File: src/rtl/uart_sender.sv
// uart_sender: 8N1 UART transmitter with a one-byte holding register.
//
// Purpose
//   Takes a byte from the peripheral bus on a one-cycle TX_EN strobe and
//   sends it LSB-first on UART_TX: start bit (0), 8 data bits, stop bit (1).
//   The holding register lets the writer queue the next byte while the
//   current frame is still on the line. Queued frames follow back-to-back
//   with no idle bit in between.
//
// Parameters
//   CLK_FREQ  sysclk frequency in Hz
//   BAUD      line rate in bit/s
//             CLKS_PER_BIT = CLK_FREQ/BAUD is the bit length in sysclk
//             cycles and must be >= 2.
//
// Ports
//   sysclk     in   system clock, rising edge
//   reset      in   asynchronous active-high reset
//   TX_DATA    in   [7:0] byte to send, sampled only on an accepted TX_EN
//   TX_EN      in   write strobe, one cycle per byte
//   TX_STATUS  out  1 = holding register empty, a write will be accepted
//   TX_IDLE    out  1 = no frame in progress and holding register empty
//   UART_TX    out  serial line, idles high, registered
//
// Optional feature
//   UART_SENDER_PARITY_EN: when defined, an even-parity bit is sent between
//   the last data bit and the stop bit, giving an 11-bit frame.

module uart_sender #(
    parameter int CLK_FREQ = 100_000_000,
    parameter int BAUD     = 9600
) (
    input  logic       sysclk,
    input  logic       reset,
    input  logic [7:0] TX_DATA,
    input  logic       TX_EN,
    output logic       TX_STATUS,
    output logic       TX_IDLE,
    output logic       UART_TX
);

    localparam int CLKS_PER_BIT = CLK_FREQ / BAUD;
    localparam int BCW          = (CLKS_PER_BIT > 1) ? $clog2(CLKS_PER_BIT) : 1;
    localparam logic [BCW-1:0] LAST_CNT = BCW'(CLKS_PER_BIT - 1);

    if (CLKS_PER_BIT < 2) begin : g_badRate
        $error("uart_sender: CLK_FREQ/BAUD must be at least 2");
    end

    typedef enum logic [2:0] {
        IDLE,
        START,
        DATA,
`ifdef UART_SENDER_PARITY_EN
        PARITY,
`endif
        STOP
    } state_t;

    state_t           r_state;
    logic [BCW-1:0]   r_baudCnt;
    logic [2:0]       r_bitCnt;
    logic [7:0]       r_shift;
    logic [7:0]       r_hold;
    logic             r_holdValid;
    logic             r_tx;
    logic             r_idle;

    state_t           w_nextState;
    logic [BCW-1:0]   w_nextBaudCnt;
    logic [2:0]       w_nextBitCnt;
    logic [7:0]       w_nextShift;
    logic [7:0]       w_nextHold;
    logic             w_nextHoldValid;
    logic             w_nextTx;
    logic             w_terminal;
    logic             w_accept;
    logic             w_load;

`ifdef UART_SENDER_PARITY_EN
    logic             r_parity;
    logic             w_nextParity;
`endif

    // A write is only taken while the holding register is empty. The
    // hold->shift transfer needs hold full, so the two never coincide and a
    // strobe on the transfer edge is dropped.
    assign w_accept   = TX_EN && !r_holdValid;
    assign w_terminal = (r_baudCnt == LAST_CNT);

    // Next-state and datapath decode. Every line bit is CLKS_PER_BIT cycles;
    // bit and state advances happen only on the baud counter terminal count.
    always_comb begin
        w_nextState     = r_state;
        w_nextBaudCnt   = r_baudCnt;
        w_nextBitCnt    = r_bitCnt;
        w_nextShift     = r_shift;
        w_nextHold      = r_hold;
        w_nextHoldValid = r_holdValid;
        w_nextTx        = r_tx;
        w_load          = 1'b0;
`ifdef UART_SENDER_PARITY_EN
        w_nextParity    = r_parity;
`endif

        if (r_state == IDLE) begin
            w_load = r_holdValid;
        end else if (!w_terminal) begin
            w_nextBaudCnt = r_baudCnt + 1'b1;
        end else begin
            w_nextBaudCnt = '0;
            case (r_state)
                START: begin
                    w_nextState  = DATA;
                    w_nextBitCnt = 3'd0;
                    w_nextTx     = r_shift[0];
                end
                DATA: begin
                    if (r_bitCnt == 3'd7) begin
`ifdef UART_SENDER_PARITY_EN
                        w_nextState = PARITY;
                        w_nextTx    = r_parity;
`else
                        w_nextState = STOP;
                        w_nextTx    = 1'b1;
`endif
                    end else begin
                        w_nextBitCnt = r_bitCnt + 3'd1;
                        w_nextShift  = r_shift >> 1;
                        w_nextTx     = r_shift[1];
                    end
                end
`ifdef UART_SENDER_PARITY_EN
                PARITY: begin
                    w_nextState = STOP;
                    w_nextTx    = 1'b1;
                end
`endif
                STOP: begin
                    // A queued byte starts immediately, without an idle bit.
                    if (r_holdValid) begin
                        w_load = 1'b1;
                    end else begin
                        w_nextState = IDLE;
                        w_nextTx    = 1'b1;
                    end
                end
                default: begin
                    w_nextState = IDLE;
                    w_nextTx    = 1'b1;
                end
            endcase
        end

        if (w_load) begin
            w_nextState     = START;
            w_nextShift     = r_hold;
            w_nextHoldValid = 1'b0;
            w_nextTx        = 1'b0;
            w_nextBaudCnt   = '0;
`ifdef UART_SENDER_PARITY_EN
            w_nextParity    = ^r_hold;
`endif
        end

        if (w_accept) begin
            w_nextHold      = TX_DATA;
            w_nextHoldValid = 1'b1;
        end
    end

    // State register. TX_IDLE is registered from the next-state values so it
    // drops on the accepting edge and rises on the edge that ends the frame.
    always_ff @(posedge sysclk or posedge reset) begin
        if (reset) begin
            r_state     <= IDLE;
            r_baudCnt   <= '0;
            r_bitCnt    <= 3'd0;
            r_shift     <= 8'd0;
            r_hold      <= 8'd0;
            r_holdValid <= 1'b0;
            r_tx        <= 1'b1;
            r_idle      <= 1'b1;
        end else begin
            r_state     <= w_nextState;
            r_baudCnt   <= w_nextBaudCnt;
            r_bitCnt    <= w_nextBitCnt;
            r_shift     <= w_nextShift;
            r_hold      <= w_nextHold;
            r_holdValid <= w_nextHoldValid;
            r_tx        <= w_nextTx;
            r_idle      <= (w_nextState == IDLE) && !w_nextHoldValid;
        end
    end

`ifdef UART_SENDER_PARITY_EN
    // Parity of the byte, captured when it moves into the shift register.
    always_ff @(posedge sysclk or posedge reset) begin
        if (reset) begin
            r_parity <= 1'b0;
        end else begin
            r_parity <= w_nextParity;
        end
    end
`endif

    assign TX_STATUS = !r_holdValid;
    assign TX_IDLE   = r_idle;
    assign UART_TX   = r_tx;

endmodule

File: config.mk
export PLATFORM = sky130hd
export DESIGN_NAME = uart_sender
export DESIGN_NICKNAME = d
export VERILOG_FILES = /design/src/rtl/uart_sender.sv
export SDC_FILE = /design/constraint.sdc
export NUM_CORES = 1
export LEC_CHECK = 0
export BUFFER_PORTS_ARGS = -buffer_cell sky130_fd_sc_hd__buf_2
export CORE_ASPECT_RATIO = 0.6
export CORE_MARGIN = 5
export CORE_UTILIZATION = 35
export DETAILED_ROUTE_END_ITERATION = 10
export HOLD_SLACK_MARGIN = 0.02
export SLEW_MARGIN = 10
export SYNTH_ARGS = -nofsm -noshare
export SYNTH_HDL_FRONTEND = slang
export SYNTH_SLANG_ARGS = --single-unit
File: constraint.sdc
create_clock -name sysclk -period 4.05 [get_ports sysclk]
set_input_delay 0.81 -clock sysclk [delete_from_list [all_inputs] [get_ports sysclk]]
set_output_delay 0.81 -clock sysclk [all_outputs]
set_load 0.03 [all_outputs]
==> results_dict.tcl <==
set metrics [dict create \
    status "finished clean" \
    final-setup-viol-count 0 \
    worst_ir_drop_vdd_mv 0.148 \
    finalClockSkew_ps 3.89 \
    hold_viol_final 0 \
    gp_congestion 0.735 \
    diodes 0 \
    p_leak_nw 0.928 \
    first_iter_violations 59 \
    whs_path_depth 1 \
    post-dp-hpwl_um 2910 \
    cp-end-kind "flop" \
    r2r_slack_ps 1880 \
    power_density_nw_per_um2 342 \
    path_class "flop to flop" \
    combPwrFrac 0.075 \
    pin_count 14 \
    clkTransAtPathRegs_ps 80 \
    clkPwrFrac 0.332 \
    slowest_stage "a2111oi_4" \
    synth_cell_types 47 \
    cts_hold_buf 0 \
    multi_input_area_um2 997 \
    synth_top_area_frac 0.457 \
    die-area_um2 7460 \
    ys_ff_latch 39 \
    cts_setup_buffers 0 \
    min_to "r_shift[7]" \
    dieHeight_um 68.9 \
    antenna_found_initial 0 \
    cts_max_level 2 \
    place_inst 268 \
    core_area_um2 5600 \
    post_cts_resized 0 \
    wire_per_inst_um 15.2 \
    portBuffers 13 \
    synth_top_area_cell "dfrtp_1" \
    synth.area.top_cells "dfrtp_1 46%, o22a_1 6.1%, mux2_2 5.0%, xnor2_1 3.5%, o31a_1 3.0%" \
    grt-ovfl-total 0 \
    cp_slowest_stage_delay_ps 660 \
    seq_power_share 0.593 \
    cts_tree "done" \
    grt_first_pass_wirelength_um 7250 \
    ys_seq_area_frac 0.483 \
    yosysWarnings 0 \
    fmaxAchievable_ghz 0.461 \
    areaGrowthSynthToFinish_pct 11.1 \
    tns_ps 0 \
    syn_nets 196 \
    rows 21 \
    track_usage 0.126 \
    r2r-start "r_baudCnt[0]" \
    synthCells 182 \
    switchingPower_w 0.000192 \
    finalNetCount 209 \
    async_flop_share 1.00 \
    synthFlopType "dfrtp_1" \
    min_path_type "flop to flop" \
    cts_buffers 5 \
    n_fill_cell 558 \
    cp-start-kind "flop" \
    min_from "r_hold[7]" \
    worstPathMaxFanout 16 \
    routed_via_density 5.24 \
    sw_frac_of_total 0.249 \
    drc 0 \
    rsz0062_at_grt "no" \
    final_cells 276 \
    wl_um 4210 \
    arrival_ps 2400 \
    synth-edff-count 0 \
    firstDrtPassIters 4 \
    die_w_um 108 \
    fin_crit_sh 0.535 \
    grt_max_degree 40 \
    avgSynthCellArea_um2 11.1 \
    max-cap-violations 0 \
    crit_required_ps 4280 \
    tightest_slew_ps 866 \
    insertion_delay_ps 290 \
    antenna_left 0 \
    synth_area_um2 2030 \
    clock-sinks 39 \
    finalCriticalPeriod_ps 2170 \
    cts-root-buf "clkbuf_8" \
    num_vias 1445 \
    path_cells "ha_1, and4_1, nand4_4, a2111oi_4, o22a_1" \
    ctsLongestPathBuffers 2 \
    regArea_um2 978 \
    maxSlewHeadroom 0.421 \
    grt_pass1_vias 1425 \
    p_int_w 0.000578 \
    initial_core_util 0.362 \
    worstReg2RegEnd "r_shift[0]" \
    r2r_cells 5 \
    drive_above_1_share 0.214 \
    slew_viol_final 0 \
]
## layout by cell type, fill, tap and decap left out, drive strengths merged, types with 4 or more instances in the layout
master | synthesis | layout
buf | 5 | 15
clkbuf | 4 | 5
dfrtp | 37 | 37
mux2 | 9 | 9
nand2 | 12 | 12
nand4 | 5 | 5
nor2 | 15 | 15
nor3 | 6 | 6
nor4 | 4 | 4
o21ai | 8 | 8
o22a | 14 | 14
o31a | 7 | 7
xnor2 | 8 | 8
xor2 | 4 | 4
## through the flow
| step | util | hold slack, ps | power (W) | setup slack, ps | cell area (um2) |
|---|---|---|---|---|---|
| after floorplan | - | 451 | 0.000499 | 2060 | 2030 |
| after global placement | 0.387 | 471 | 0.000520 | 1900 | 2170 |
| after detailed placement | 0.387 | 470 | 0.000524 | 1880 | 2170 |
| after CTS | 0.402 | 487 | 0.000782 | 1890 | 2250 |
| after global routing | 0.402 | 504 | 0.000809 | 1770 | 2250 |
| final | 0.402 | 482 | 0.000770 | 1880 | 2250 |
## final cells by class
class,instances,share of cell area
inverters,3,0.00500
multi-input cells,131,0.443
well taps,80,0.0445
clock inverters,3,0.00667
flip-flops and latches,39,0.435
repair buffers,15,0.0356
clock buffers,5,0.0306
## cells in the mapped netlist (2+ instances only)
master	n
xnor2_1	8
inv_1	3
nor2b_1	3
nor4_1	3
o2bb2ai_1	2
xor2_1	4
nand4_1	4
clkbuf_1	4
nand2_1	12
mux2_2	9
buf_2	4
nor3_1	6
nand3_1	3
dfstp_2	2
or4b_1	2
o31a_1	7
o22a_1	14
o21ai_0	7
dfrtp_1	37
a22o_1	2
ha_1	3
and4_1	2
nor2_1	15
or3_1	2
a21oi_1	2
## critical path: cells and delay by family (launching register included)
kind | cells | cell delay [ps]
flops | 1 | 430
fa+ha+maj | 1 | 240
compound gates | 2 | 890
simple gates | 2 | 550
## routing by layer
metal / track usage / vias to the layer above / routed length (um)
li1: - / 709 / -
met1: 0.199 / 696 / 2430
met2: 0.161 / 35 / 1510
met3: 0.0381 / 5 / 236
met4: 0.0346 / 0 / 35
met5: 0 / - / 0
## power groups by stage
stage,clock (W),combinational (W),sequential [W]
2_1_floorplan,0,0.0000463,0.000452
3_3_place_gp,0,0.0000565,0.000464
3_5_place_dp,0,0.0000588,0.000465
4_1_cts,0.000266,0.0000593,0.000457
5_1_grt,0.000282,0.0000645,0.000463
6_report,0.000256,0.0000577,0.000457
## sequential cells by signal (all words and copies together) (netlist names)
register / count
r_shift: 8
r_state: 3
r_holdValid: 1
TX_IDLE: 1
r_bitCnt: 3
r_baudCnt: 14
UART_TX: 1
r_hold: 8
## logic make-up (layout without fill, tap and decap cells)
family,after synthesis,count (layout),share of synthesized area
DFF,39,39,0.483
xor gates and xnor gates,12,12,0.0519
adders and majority gates,3,3,0.0185
AOI/OAI and AO/OA,46,46,0.188
buffers and inverters,12,26,0.0247
and+or+nand+nor,61,61,0.183
muxes,9,9,0.0500
## worst max path at each step
stage,start,end,cells past startpoint
after global routing,r_baudCnt[0],r_shift[0],5
after CTS,r_baudCnt[0],r_shift[0],5
after detailed placement,TX_EN,r_hold[6],3
after global placement,TX_EN,r_hold[1],3
after floorplan,r_bitCnt[0],r_shift[0],7
final,r_baudCnt[0],r_shift[0],5
(Power assumes the default switching activity.)
